<file path="src/rtl/alu_issue_if.sv">
// Handshake and operand bus between the decode stage, the forwarding network,
// the alu_issue_stage and the ALU.
interface alu_issue_if #(
  parameter int unsigned DATA_W = 32,
  parameter int unsigned REG_W  = 5,
  parameter int unsigned OP_W   = 4
);
  logic              in_valid;
  logic              in_ready;
  logic [OP_W-1:0]   in_opcode;
  logic [REG_W-1:0]  in_rs_idx;
  logic [REG_W-1:0]  in_rt_idx;
  logic [DATA_W-1:0] in_rs_val;
  logic [DATA_W-1:0] in_rt_val;
  logic [15:0]       in_imm;
  logic              in_use_imm;
  logic [REG_W-1:0]  in_rd_idx;
  logic              in_reg_write;
  logic              fwd_mem_en;
  logic [REG_W-1:0]  fwd_mem_idx;
  logic [DATA_W-1:0] fwd_mem_data;
  logic              fwd_wb_en;
  logic [REG_W-1:0]  fwd_wb_idx;
  logic [DATA_W-1:0] fwd_wb_data;
  logic              flush;
  logic              out_valid;
  logic              out_ready;
  logic [OP_W-1:0]   alu_control;
  logic [DATA_W-1:0] alu_oper1;
  logic [DATA_W-1:0] alu_oper2;
  logic [REG_W-1:0]  out_rd_idx;
  logic              out_reg_write;

  modport master (
    output in_valid, in_opcode, in_rs_idx, in_rt_idx, in_rs_val, in_rt_val,
           in_imm, in_use_imm, in_rd_idx, in_reg_write,
           fwd_mem_en, fwd_mem_idx, fwd_mem_data,
           fwd_wb_en, fwd_wb_idx, fwd_wb_data, flush, out_ready,
    input  in_ready, out_valid, alu_control, alu_oper1, alu_oper2,
           out_rd_idx, out_reg_write
  );

  modport slave (
    input  in_valid, in_opcode, in_rs_idx, in_rt_idx, in_rs_val, in_rt_val,
           in_imm, in_use_imm, in_rd_idx, in_reg_write,
           fwd_mem_en, fwd_mem_idx, fwd_mem_data,
           fwd_wb_en, fwd_wb_idx, fwd_wb_data, flush, out_ready,
    output in_ready, out_valid, alu_control, alu_oper1, alu_oper2,
           out_rd_idx, out_reg_write
  );
endinterface

</file>
<file path="src/rtl/alu_issue_stage.sv">
// ID->EX issue stage: resolves forwarded/immediate operands and holds them in a
// main register plus a one-entry skid buffer so upstream ready is registered.
module alu_issue_stage #(
  parameter int unsigned DATA_W = 32,
  parameter int unsigned REG_W  = 5,
  parameter int unsigned OP_W   = 4
) (
  input logic        clk,
  input logic        reset,
  alu_issue_if.slave bus
);

  typedef enum logic [1:0] {S_EMPTY, S_ONE, S_TWO} state_t;

  typedef enum logic [OP_W-1:0] {
    OP_ADD = OP_W'(0),
    OP_SUB = OP_W'(1),
    OP_MUL = OP_W'(2),
    OP_AND = OP_W'(3),
    OP_OR  = OP_W'(4)
  } op_t;

  typedef struct packed {
    logic [OP_W-1:0]   control;
    logic [DATA_W-1:0] oper1;
    logic [DATA_W-1:0] oper2;
    logic [REG_W-1:0]  rd_idx;
    logic              reg_write;
  } entry_t;

  state_t            state, state_n;
  entry_t            main_q, skid_q, in_entry;
  logic              in_ready_q;
  logic              in_fire, out_fire;
  logic              load_main, load_skid, main_from_skid;
  logic [DATA_W-1:0] opa, opb, imm_ext;

  assign in_fire  = bus.in_valid & in_ready_q;
  assign out_fire = (state != S_EMPTY) & bus.out_ready;

  // EX/MEM has priority over WB; register 0 is hardwired and never forwarded.
  always_comb begin
    opa = bus.in_rs_val;
    if (bus.fwd_mem_en && bus.fwd_mem_idx == bus.in_rs_idx && bus.in_rs_idx != '0)
      opa = bus.fwd_mem_data;
    else if (bus.fwd_wb_en && bus.fwd_wb_idx == bus.in_rs_idx && bus.in_rs_idx != '0)
      opa = bus.fwd_wb_data;

    opb = bus.in_rt_val;
    if (bus.fwd_mem_en && bus.fwd_mem_idx == bus.in_rt_idx && bus.in_rt_idx != '0)
      opb = bus.fwd_mem_data;
    else if (bus.fwd_wb_en && bus.fwd_wb_idx == bus.in_rt_idx && bus.in_rt_idx != '0)
      opb = bus.fwd_wb_data;

    if (bus.in_opcode == OP_AND || bus.in_opcode == OP_OR)
      imm_ext = {{(DATA_W-16){1'b0}}, bus.in_imm};
    else
      imm_ext = {{(DATA_W-16){bus.in_imm[15]}}, bus.in_imm};

    in_entry.control   = bus.in_opcode;
    in_entry.oper1     = opa;
    in_entry.oper2     = bus.in_use_imm ? imm_ext : opb;
    in_entry.rd_idx    = bus.in_rd_idx;
    in_entry.reg_write = bus.in_reg_write;
  end

  always_comb begin
    state_n        = state;
    load_main      = 1'b0;
    load_skid      = 1'b0;
    main_from_skid = 1'b0;
    if (bus.flush) begin
      state_n = S_EMPTY;
    end else begin
      case (state)
        S_EMPTY: if (in_fire) begin
          state_n   = S_ONE;
          load_main = 1'b1;
        end
        S_ONE: begin
          if (in_fire && out_fire) begin
            load_main = 1'b1;
          end else if (in_fire) begin
            state_n   = S_TWO;
            load_skid = 1'b1;
          end else if (out_fire) begin
            state_n = S_EMPTY;
          end
        end
        S_TWO: if (out_fire) begin
          state_n        = S_ONE;
          load_main      = 1'b1;
          main_from_skid = 1'b1;
        end
        default: state_n = S_EMPTY;
      endcase
    end
  end

  // in_ready is precomputed from the next occupancy so it is a clean flop output.
  always_ff @(posedge clk) begin
    if (reset) begin
      state      <= S_EMPTY;
      in_ready_q <= 1'b1;
      main_q     <= '0;
      skid_q     <= '0;
    end else begin
      state      <= state_n;
      in_ready_q <= (state_n != S_TWO);
      if (load_main) main_q <= main_from_skid ? skid_q : in_entry;
      if (load_skid) skid_q <= in_entry;
    end
  end

  assign bus.in_ready      = in_ready_q;
  assign bus.out_valid     = (state != S_EMPTY);
  assign bus.alu_control   = main_q.control;
  assign bus.alu_oper1     = main_q.oper1;
  assign bus.alu_oper2     = main_q.oper2;
  assign bus.out_rd_idx    = main_q.rd_idx;
  assign bus.out_reg_write = main_q.reg_write;

endmodule

</file>
<file path="src/flat_wrapper.sv">
// flat-port wrapper written by rule: the top's interface ports become plain ports
module alu_issue_stage_flat 
#(
  parameter int unsigned DATA_W = 32,
  parameter int unsigned REG_W  = 5,
  parameter int unsigned OP_W   = 4
)
  (clk, reset, bus_in_valid, bus_in_opcode, bus_in_rs_idx, bus_in_rt_idx, bus_in_rs_val, bus_in_rt_val, bus_in_imm, bus_in_use_imm, bus_in_rd_idx, bus_in_reg_write, bus_fwd_mem_en, bus_fwd_mem_idx, bus_fwd_mem_data, bus_fwd_wb_en, bus_fwd_wb_idx, bus_fwd_wb_data, bus_flush, bus_out_ready, bus_in_ready, bus_out_valid, bus_alu_control, bus_alu_oper1, bus_alu_oper2, bus_out_rd_idx, bus_out_reg_write);
  alu_issue_if #(.DATA_W(DATA_W), .REG_W(REG_W), .OP_W(OP_W)) bus_i ();
  input logic clk;
  input logic reset;
  input wire logic [$bits(bus_i.in_valid)-1:0] bus_in_valid;
  input wire logic [$bits(bus_i.in_opcode)-1:0] bus_in_opcode;
  input wire logic [$bits(bus_i.in_rs_idx)-1:0] bus_in_rs_idx;
  input wire logic [$bits(bus_i.in_rt_idx)-1:0] bus_in_rt_idx;
  input wire logic [$bits(bus_i.in_rs_val)-1:0] bus_in_rs_val;
  input wire logic [$bits(bus_i.in_rt_val)-1:0] bus_in_rt_val;
  input wire logic [$bits(bus_i.in_imm)-1:0] bus_in_imm;
  input wire logic [$bits(bus_i.in_use_imm)-1:0] bus_in_use_imm;
  input wire logic [$bits(bus_i.in_rd_idx)-1:0] bus_in_rd_idx;
  input wire logic [$bits(bus_i.in_reg_write)-1:0] bus_in_reg_write;
  input wire logic [$bits(bus_i.fwd_mem_en)-1:0] bus_fwd_mem_en;
  input wire logic [$bits(bus_i.fwd_mem_idx)-1:0] bus_fwd_mem_idx;
  input wire logic [$bits(bus_i.fwd_mem_data)-1:0] bus_fwd_mem_data;
  input wire logic [$bits(bus_i.fwd_wb_en)-1:0] bus_fwd_wb_en;
  input wire logic [$bits(bus_i.fwd_wb_idx)-1:0] bus_fwd_wb_idx;
  input wire logic [$bits(bus_i.fwd_wb_data)-1:0] bus_fwd_wb_data;
  input wire logic [$bits(bus_i.flush)-1:0] bus_flush;
  input wire logic [$bits(bus_i.out_ready)-1:0] bus_out_ready;
  output wire logic [$bits(bus_i.in_ready)-1:0] bus_in_ready;
  output wire logic [$bits(bus_i.out_valid)-1:0] bus_out_valid;
  output wire logic [$bits(bus_i.alu_control)-1:0] bus_alu_control;
  output wire logic [$bits(bus_i.alu_oper1)-1:0] bus_alu_oper1;
  output wire logic [$bits(bus_i.alu_oper2)-1:0] bus_alu_oper2;
  output wire logic [$bits(bus_i.out_rd_idx)-1:0] bus_out_rd_idx;
  output wire logic [$bits(bus_i.out_reg_write)-1:0] bus_out_reg_write;
  assign bus_i.in_valid = bus_in_valid;
  assign bus_i.in_opcode = bus_in_opcode;
  assign bus_i.in_rs_idx = bus_in_rs_idx;
  assign bus_i.in_rt_idx = bus_in_rt_idx;
  assign bus_i.in_rs_val = bus_in_rs_val;
  assign bus_i.in_rt_val = bus_in_rt_val;
  assign bus_i.in_imm = bus_in_imm;
  assign bus_i.in_use_imm = bus_in_use_imm;
  assign bus_i.in_rd_idx = bus_in_rd_idx;
  assign bus_i.in_reg_write = bus_in_reg_write;
  assign bus_i.fwd_mem_en = bus_fwd_mem_en;
  assign bus_i.fwd_mem_idx = bus_fwd_mem_idx;
  assign bus_i.fwd_mem_data = bus_fwd_mem_data;
  assign bus_i.fwd_wb_en = bus_fwd_wb_en;
  assign bus_i.fwd_wb_idx = bus_fwd_wb_idx;
  assign bus_i.fwd_wb_data = bus_fwd_wb_data;
  assign bus_i.flush = bus_flush;
  assign bus_i.out_ready = bus_out_ready;
  assign bus_in_ready = bus_i.in_ready;
  assign bus_out_valid = bus_i.out_valid;
  assign bus_alu_control = bus_i.alu_control;
  assign bus_alu_oper1 = bus_i.alu_oper1;
  assign bus_alu_oper2 = bus_i.alu_oper2;
  assign bus_out_rd_idx = bus_i.out_rd_idx;
  assign bus_out_reg_write = bus_i.out_reg_write;
  alu_issue_stage #(.DATA_W(DATA_W), .REG_W(REG_W), .OP_W(OP_W)) u_core (.clk(clk), .reset(reset), .bus(bus_i));
endmodule
</file>
<file path="config.mk">
export PLATFORM = sky130hd
export DESIGN_NAME = alu_issue_stage_flat
export DESIGN_NICKNAME = d
export VERILOG_FILES = /design/src/rtl/alu_issue_if.sv /design/src/rtl/alu_issue_stage.sv /design/src/flat_wrapper.sv
export SDC_FILE = /design/constraint.sdc
export NUM_CORES = 1
export LEC_CHECK = 0
export BUFFER_PORTS_ARGS = -buffer_cell sky130_fd_sc_hd__buf_2
export CAP_MARGIN = 10
export CELL_PAD_IN_SITES_DETAIL_PLACEMENT = 0
export CELL_PAD_IN_SITES_GLOBAL_PLACEMENT = 1
export CORE_ASPECT_RATIO = 0.5
export CORE_MARGIN = 1.5
export CORE_UTILIZATION = 37
export CTS_BUF_LIST = sky130_fd_sc_hd__clkbuf_2
export CTS_CLUSTER_DIAMETER = 80
export CTS_CLUSTER_SIZE = 20
export DETAILED_ROUTE_END_ITERATION = 12
export PLACE_DENSITY = 0.87
export SKIP_LAST_GASP = 1
export SYNTH_ARGS = -nofsm -noshare
export SYNTH_HDL_FRONTEND = slang
export SYNTH_SLANG_ARGS = --single-unit
</file>
<file path="constraint.sdc">
create_clock -name clk -period 2.6 [get_ports clk]
set_clock_uncertainty 0.2 [all_clocks]
set_input_delay 0.52 -clock clk [delete_from_list [all_inputs] [get_ports clk]]
set_output_delay 0.52 -clock clk [all_outputs]
set_load 0.01 [all_outputs]
</file>
Word-level counts from Yosys, hierarchy flattened
Index checks and enable logic that the tools add are counted.
- register bits: 151
- input bits: 182
- output and inout bits: 76
- logic and storage cells: 61
- reduce and logical (&&, ||, !) cells: 14
- bitwise logic cells: 2
- mux-type cells: 24
- equal/unequal tests: 9
- operators by type and width (cell ; number):
    two-way mux 32 bit ; 6
    two-way mux 74 bit ; 1
    == test 5 bit ; 4
    two-way mux 2 bit ; 6
    nonzero test 5 bit ; 2
    logical AND 1 bit ; 9
    two-way mux 1 bit ; 9
    one-hot mux 2 bit (3 select lines) ; 1
    == test 4 x 2 -> 1 bit (second input constant) ; 1
    == test 4 x 3 -> 1 bit (second input constant) ; 1
    one-hot mux 1 bit (3 select lines) ; 1
    bitwise AND 1 bit ; 2
    == test 2 x 1 -> 1 bit (second input constant) ; 1
    == test 2 bit (second input constant) ; 1
    logical NOT 2 bit ; 1
    inequality test 2 bit (second input constant) ; 1
    nonzero test 2 bit ; 1
    logical OR 1 bit ; 1

Depth between registers and ports, before layout
Gate-level depths: netlist (run 1).
- word-level depth: 8
- gate-level depth with buffers: 9
- gate-level depth less buffers: 6

Worst setup path after synthesis (run 1)
No wires, ideal clock.
- kind: input port to flip-flop
- from: input port bus_in_rs_idx[1]
- to: register u_core.main_q (netlist bit u_core.bus.alu_oper1[2])
- setup slack: 335 ps
- arrival time: 1994 ps
- path buffers: 1
- library setup time: 70 ps
- stages: 7
- required time: 2330 ps
- cell sequence: or4_4 -> o211ai_4 -> buf_4 -> nor2_1 -> mux2i_1 -> a21o_1 -> a21oi_1
- cells in the longest elaborated chain, start to end: 6
- ends and longest elaborated chain (what ; line ; text):
    start: declaration ; flat_wrapper.sv:14 ; input wire logic [$bits(bus_i.in_rs_idx)-1:0] bus_in_rs_idx;
    == test 5 bit ; alu_issue_stage.sv:46 ; else if (bus.fwd_wb_en && bus.fwd_wb_idx == bus.in_rs_idx && bus.in_rs_idx != '0)
    logical AND 1 bit (2 in a row) ; alu_issue_stage.sv:46 ;
    two-way mux 32 bit ; alu_issue_stage.sv:46 ;
    two-way mux 32 bit (*) ; alu_issue_stage.sv:44 ; if (bus.fwd_mem_en && bus.fwd_mem_idx == bus.in_rs_idx && bus.in_rs_idx != '0)
    two-way mux 74 bit (*) ; alu_issue_stage.sv:110 ; if (load_main) main_q <= main_from_skid ? skid_q : in_entry;
    end signal: assignment ; alu_issue_stage.sv:110 ;
    end: declaration ; alu_issue_stage.sv:32 ; entry_t main_q, skid_q, in_entry;
Mark *: on every way between the ends. The rest lies on a longest branch, timed or not.
A chain may end at the register's enable or synchronous reset.

Worst setup path after layout (run 1)
- from: input port bus_out_ready
- to: register u_core.skid_q[1] in the netlist's numbering
- cells in the longest elaborated chain, start to end: 5
- ends and longest elaborated chain (what ; line ; text):
    start: declaration ; flat_wrapper.sv:29 ; input wire logic [$bits(bus_i.out_ready)-1:0] bus_out_ready;
    bitwise AND 1 bit ; alu_issue_stage.sv:39 ; assign out_fire = (state != S_EMPTY) & bus.out_ready;
    logical AND 1 bit ; alu_issue_stage.sv:81 ; if (in_fire && out_fire) begin
    two-way mux 1 bit ; alu_issue_stage.sv:81 ;
    two-way mux 1 bit ; alu_issue_stage.sv:75 ; case (state)
    two-way mux 1 bit ; alu_issue_stage.sv:72 ; if (bus.flush) begin
    end signal: assignment ; alu_issue_stage.sv:111 ; if (load_skid) skid_q <= in_entry;
    end: declaration ; alu_issue_stage.sv:32 ;
No other way between the ends.

==> results.md, run 1 <==
* Number of vias in the routed layout at 9,444
* Top flip-flop cell by instance count after synthesis: sky130_fd_sc_hd__dfxtp_1
* Detail-routed net length per standard cell at 19.2 um
* Cell area after synthesis at 0.00795 mm2
* Initial DRT Pass Iterations at 6
* Setup slack of the critical path after layout at -44.1 ps
* Xor and xnor fraction of the mapped netlist area at 0.0231
* Setup Crit Path Kind: primary input to flop
* Number of synthesized register bits at 151
* Max Fanout on Critical Path at 42
* Worst R2R Start: u_core.state[0]
* Critical Path Source: bus_out_ready
* Top cells by instance count after synthesis: sky130_fd_sc_hd__dfxtp_1 (151), sky130_fd_sc_hd__nand2_1 (151), sky130_fd_sc_hd__a21oi_1 (129), sky130_fd_sc_hd__nor2_1 (88), sky130_fd_sc_hd__clkbuf_1 (73)
* Post-route standard cell area excluding fillers at 0.0108 mm2
* CP Cell Sequence: dlygate4sd3_1 > buf_2 > nand2b_1 > or4_2 > buf_12 > nand2_1 > a21oi_1 > dlygate4sd3_1
* Multiplexer fraction of the synthesized cell area at 0.00252
* Final-stage net count at 1,552
* Pin count of the biggest net entering global routing at 76
* Antenna violations before repair at 2
* Number of buffers created by CTS at 17
* Clk Tree Root Cell: sky130_fd_sc_hd__clkbuf_2
* Worst slew margin at 0.685
* RePlAce Congestion at 0.929
* Slew @ Worst Pin at 472 ps
* Final standard cell utilization of the core at 0.518
* Clock tree from TritonCTS: yes
* Clock latency on the worst-skew pair at 750 ps
* Result of the run: complete, but fails checks
* Final period util at 1.02
* Clock period minus final worst setup slack at 2640 ps
* Number of placement rows at 37
* Cell taking the most area after synthesis: sky130_fd_sc_hd__dfxtp_1
* Count of routing violations after the opening detailed-route iteration at 958
* Starting Density at 0.382
* Startpoint types: primary input
* MaxCap Viol Count at 0
* Violated checks: setup timing
* Post-synth net total at 1,251
* Highest achievable clock rate at 378 MHz
* Clock sink total at 151
* Number of nets still failing antenna checks after routing at 0
* Data arrival time of the critical path at 3070 ps
* Aggregate negative setup slack at -80.1 ps
* CP Capture Type: flop
* Most Frequent Cell on Critical Path: sky130_fd_sc_hd__dlygate4sd3_1
* Max rail drop VDD at 0.249 mV
* Post-synth ARST share at 0
* Syn. warnings at 0
* Slew Limit Fails at 0
* Count of pins on the block boundary at 258
* H-tree level count at 4
* Longest Clk Path Bufs at 2
* Hold Path Origin: bus_fwd_mem_data[31]
* Vias/cell at 5.70
* Count of final hold-check violations at 0
* Simple-gate share of the synthesized area at 0.254
* Longest individual stage delay on the worst path at 680 ps
* Static power due to leakage at 0.00451 uW
* Distinct cell type count after synthesis at 45
* Share of post-route cells with drive strength above 1 at 0.243
* Setup repair after global routing missed its margin: true
* Via count of the first global-routing pass at 9,264
* Final HPWL DP at 21.4 mm
* Post-detailed-placement cell area at 0.00956 mm2
* Finish-stage setup viols at 3
* Worst hold path type: primary input to flop
* Number of flops mapped to enable cells by yosys at 0
* Clock edge transition at the registers on the reported setup and hold paths at 240 ps
* Post-synthesis adder-cell area fraction at 0
* Power density over the cells at 451 mW/mm2
* Post-synthesis to final-layout area growth at 35.5%
* Mean instance size in the synthesized netlist at 7.43 um2
* Area share of the leading cell type in the synthesized netlist at 0.380
* Horizontal die dimension at 210 um
* Filler instances at 2,027
* Required time of the worst setup path at 3020 ps
* Slowest-stage cell, CP: sky130_fd_sc_hd__or4_2
* Core Footprint at 0.0208 mm2
* Input/output buffers at 257
* Remaining global-route overflow at 0
* Biggest area contributors in the synthesized netlist: sky130_fd_sc_hd__dfxtp_1 (38%), sky130_fd_sc_hd__a21oi_1 (8.1%), sky130_fd_sc_hd__nand2_1 (7.1%)
* Total detailed-routing wirelength at 31.9 mm
* Part of the Yosys area used for sequential elements at 0.380
* Multi-input logic area at 0.00439 mm2
* Dominant combinational cell family by area after synthesis: compound AO/OA/AOI/OAI gates
* Vertical die dimension at 107 um
* Area taken by flip-flops and latches at 0.00302 mm2
* Total power at 4850 uW
* Mapped Cells at 1,069
* Total global routing track utilization at 0.277
* Share of the synthesized area in compound gates (AO/OA/AOI/OAI) at 0.268
* # DRC at 0
* Die Area at 0.0224 mm2
* Global-route wire length before repair at 48.7 mm
[per-layer routing]
metal  vias to the layer above  GRT usage  part of all wire
met5                         -          0                 0
met4                         0      0.143             0.044
met3                       103     0.0434             0.060
met2                       429      0.486              0.48
met1                      4481      0.331              0.41
li1                       4431          -                 -
[sequential cells by signal, indices dropped and copies added, names as in the netlist]
name                      cells
u_core.bus.alu_control        4
u_core.bus.alu_oper1         32
u_core.bus.alu_oper2         32
u_core.bus.in_ready           1
u_core.bus.out_rd_idx         5
u_core.bus.out_reg_write      1
u_core.skid_q                74
u_core.state                  2
[per-stage QoR]
step           setup slack [ps]  instances  hold slack (ps)
6_report                  -44.1       1658             52.2
5_1_grt                   -34.7       1657             2.92
4_1_cts                    51.3       1653             4.74
3_5_place_dp               10.3       1529              247
3_3_place_gp               69.4       1529              240
2_1_floorplan               335       1069              232
[final timing paths]
path                              endpoint  slack, ps  cells past startpoint
hold / removal    u_core.bus.alu_oper2[31]         50                      4
hold reg to reg   u_core.bus.out_rd_idx[0]        270                      2
setup / recovery          u_core.skid_q[1]        -40                      8
setup reg to reg          u_core.skid_q[1]         90                      6
[power breakdown]
part           internal, uW  switching [uW]
sequential             2400            44.5
combinational           423             549
clock                   537             902
total                  3360            1500
[layout by cell type (no fill, tap or decap), types with 11 or more instances in the layout]
cell,count
sky130_fd_sc_hd__buf_4,24
sky130_fd_sc_hd__o31a_1,16
sky130_fd_sc_hd__buf_2,256
sky130_fd_sc_hd__a31oi_1,30
sky130_fd_sc_hd__a221oi_1,16
sky130_fd_sc_hd__dlygate4sd3_1,92
sky130_fd_sc_hd__a211oi_1,32
sky130_fd_sc_hd__inv_1,33
sky130_fd_sc_hd__buf_12,11
sky130_fd_sc_hd__a22oi_1,36
sky130_fd_sc_hd__o21ai_0,16
sky130_fd_sc_hd__nor3_1,63
sky130_fd_sc_hd__nor2_1,86
sky130_fd_sc_hd__clkbuf_2,19
sky130_fd_sc_hd__o311a_1,16
sky130_fd_sc_hd__nand2_1,151
sky130_fd_sc_hd__or3_1,62
sky130_fd_sc_hd__and3_1,32
sky130_fd_sc_hd__xnor2_1,18
sky130_fd_sc_hd__dfxtp_1,151
sky130_fd_sc_hd__a21oi_1,129
sky130_fd_sc_hd__o21ai_1,34
[repair_timing]
action	CTS	global route
setup buffers	0	2
gates resized for setup	0	1
setup endpoints to repair	0	4
endpoints found under the hold margin	127	0
hold buffers	92	0
[cells by family after synthesis]
logic type,after synthesis
AOI/OAI and AO/OA,334
muxes,2
buffers and inverters,136
xor gates and xnor gates,21
DFF,151
and+or+nand+nor,425
[layout make-up]
cell class              instances  area share
diodes                          2    0.000465
flip-flops and latches        151       0.281
repair buffers                385       0.245
inverters                      33      0.0115
multi-input cells             782       0.407
clock inverters                13      0.0144
well taps                     273      0.0317
clock buffers                  19     0.00883
[critical path, delay by kind of cell]
kind | cells | cell delay, ps
buffers and inverters | 4 | 1460
AO/OA/AOI/OAI | 1 | 60
AND/OR/NAND/NOR | 3 | 1000
(Power assumes the default switching activity.)
==> run 2: changes to the inputs <==
CORE_ASPECT_RATIO = unset   (was 0.5)
RECOVER_POWER = 100   (was unset)
==> run 2 against run 1 <==
Net effect:
- the flow now finishes without violations
- critical endpoint is now u_core.skid_q[68]
- non-clock buffer count grew 9
- maximum frequency grew 4.2%
- clock power grew 10%
- design area shrank 0.19%
- wire length grew 6.1%
- combinational power grew 1%
==> results.md, run 2 (synthesis results as in run 1) <==
* Die Area at 0.0224 mm2
* MaxCap Viol Count at 0
* CP Capture Type: flop
* Clock latency on the worst-skew pair at 780 ps
* Input/output buffers at 257
* Result of the run: complete, no violations
* H-tree level count at 4
* Setup slack of the critical path after layout at 63.1 ps
* Vertical die dimension at 150 um
* Clock period minus final worst setup slack at 2540 ps
* Filler instances at 2,122
* Required time of the worst setup path at 3110 ps
* Post-synthesis to final-layout area growth at 35.3%
* Count of routing violations after the opening detailed-route iteration at 663
* Count of pins on the block boundary at 258
* Post-route standard cell area excluding fillers at 0.0107 mm2
* Worst R2R Start: u_core.bus.in_ready
* Global-route wire length before repair at 49.4 mm
* Max Fanout on Critical Path at 34
* Top Layer Used: met5
* Data arrival time of the critical path at 3050 ps
* Final period util at 0.976
* Met3 Wirelength at 3.02 mm
* Register-to-register setup slack at 140 ps
* Clock tree from TritonCTS: yes
* Number of buffers created by CTS at 17
* Finish-stage setup viols at 0
* Static power due to leakage at 0.00423 uW
* Non-filler cells, final at 1,674
* Final-stage net count at 1,562
* Pin count of the biggest net entering global routing at 70
* Detail-routed net length per standard cell at 20.2 um
* Cell depth of the worst hold path at 4
* Clock edge transition at the registers on the reported setup and hold paths at 240 ps
* Setup slack at placement at -79.6 ps
* Detail Route met2 WL at 16.0 mm
* Max rail drop VDD at 0.276 mV
* Post-detailed-placement cell area at 0.00975 mm2
* Total detailed-routing wirelength at 33.9 mm
* Clock sink total at 151
* Slew @ Worst Pin at 1060 ps
* Longest Clk Path Bufs at 2
* Number of vias in the routed layout at 9,464
* Antenna violations before repair at 10
* Count of final hold-check violations at 0
* Commonest non-fill, non-tap cells in the layout: sky130_fd_sc_hd__buf_2 (180), sky130_fd_sc_hd__nand2_1 (151), sky130_fd_sc_hd__dfxtp_1 (151)
* Hold Path Origin: bus_fwd_mem_data[28]
* Commonest non-fill, non-tap cell in the layout: sky130_fd_sc_hd__buf_2
* Worst-case hold path end point: u_core.skid_q[34]
* Setup repair after global routing missed its margin: false
* Worst hold path type: primary input to flop
* Max FFs per register at 74
* Total global routing track utilization at 0.293
* Starting Density at 0.378
* Slew Limit Fails at 0
* Number of placed instances, taps included at 1,555
* Remaining global-route overflow at 0
* Core Footprint at 0.0210 mm2
* Via count of the first global-routing pass at 8,851
* Vias/cell at 5.65
* Horizontal die dimension at 150 um
* Power density over the cells at 467 mW/mm2
* Worst slew margin at 0.290
* Setup Crit Path Kind: primary input to flop
* Highest achievable clock rate at 394 MHz
* R2R depth at 7
* RePlAce Congestion at 0.930
* # DRC at 0
* Number of nets still failing antenna checks after routing at 0
* Endpoint of the worst register-to-register path: u_core.skid_q[68]
* Clk Tree Root Cell: sky130_fd_sc_hd__clkbuf_2
* Number of placement rows at 53
* Initial DRT Pass Iterations at 5
* Final HPWL DP at 23.8 mm
* Largest Register: u_core.skid_q
* Startpoint types: primary input
* Share of post-route cells with drive strength above 1 at 0.203
* Routed met1 length at 13.5 mm
-- run 2: cell count changes in the layout (fill, tap and decap cells not counted), moves of 2 or more --
cell and change:
sky130_fd_sc_hd__dlygate4sd3_1 -14, sky130_fd_sc_hd__clkinv_4 +4, sky130_fd_sc_hd__diode_2 +4, sky130_fd_sc_hd__buf_2 -76
sky130_fd_sc_hd__clkinv_1 -3, sky130_fd_sc_hd__buf_12 +2, sky130_fd_sc_hd__buf_4 +14, sky130_fd_sc_hd__clkbuf_2 +3
sky130_fd_sc_hd__clkbuf_1 +79
-- run 2: report_power, final --
part	total (uW)	internal [uW]	switching, uW	leakage, uW
combinational	986	423	563	0.00284
sequential	2440	2400	47.2	0.00123
clock	1590	647	943	0.000165
-- run 2: stage by stage --
stage	hold WS [ps]	power, uW	utilization	setup TNS, ps
after floorplan	232	2920	-	0
after global placement	241	3380	0.464	-592
after detailed placement	247	3390	0.464	-1820
after CTS	0.129	5040	0.514	0
after global routing	9.87	5220	0.511	0
final	16.7	5020	0.511	0
-- run 2: worst max-delay path by stage --
stage / from / slack, ps / end / cells after the start
final: bus_out_ready / 60 / u_core.skid_q[68] / 9
after global routing: bus_out_ready / 20 / u_core.skid_q[42] / 9
after CTS: bus_out_ready / 50 / u_core.skid_q[13] / 9
after detailed placement: bus_out_ready / -80 / u_core.bus.alu_oper2[3] / 8
after global placement: bus_in_rs_idx[2] / -50 / u_core.bus.alu_oper1[24] / 10
after floorplan: bus_in_rs_idx[1] / 340 / u_core.bus.alu_oper1[2] / 7
-- run 2: layout make-up --
class | count | area (um2) | area share
Clock buffer | 18 | 90.1 | 0.00838
Tap cell | 275 | 344 | 0.0320
Inverter | 33 | 124 | 0.0115
Sequential cell | 151 | 3020 | 0.281
Antenna cell | 6 | 15.0 | 0.00140
Multi-Input combinational cell | 783 | 4380 | 0.407
Timing Repair Buffer | 394 | 2580 | 0.240
Clock inverter | 14 | 201 | 0.0187
-- run 2: metal layers --
layer  track usage  up-vias
met4         0.120       10
met5             0        -
li1              -     4468
met2         0.489      470
met1         0.360     4437
met3        0.0692       79
-- run 2: critical path: stages --
cell	delay, ps
sky130_fd_sc_hd__dlygate4sd3_1	540
sky130_fd_sc_hd__clkbuf_1	140
sky130_fd_sc_hd__clkbuf_4	150
sky130_fd_sc_hd__nand2b_1	200
sky130_fd_sc_hd__nor4_4	230
sky130_fd_sc_hd__clkbuf_2	240
sky130_fd_sc_hd__clkbuf_2	750
sky130_fd_sc_hd__nand2_1	120
sky130_fd_sc_hd__a21oi_1	150
-- run 2: timing repair --
action,CTS,global route
gates resized for setup,0,1
hold buffers,77,1
endpoints found under the hold margin,121,1
setup buffers,0,1
endpoints found under the setup margin,0,34
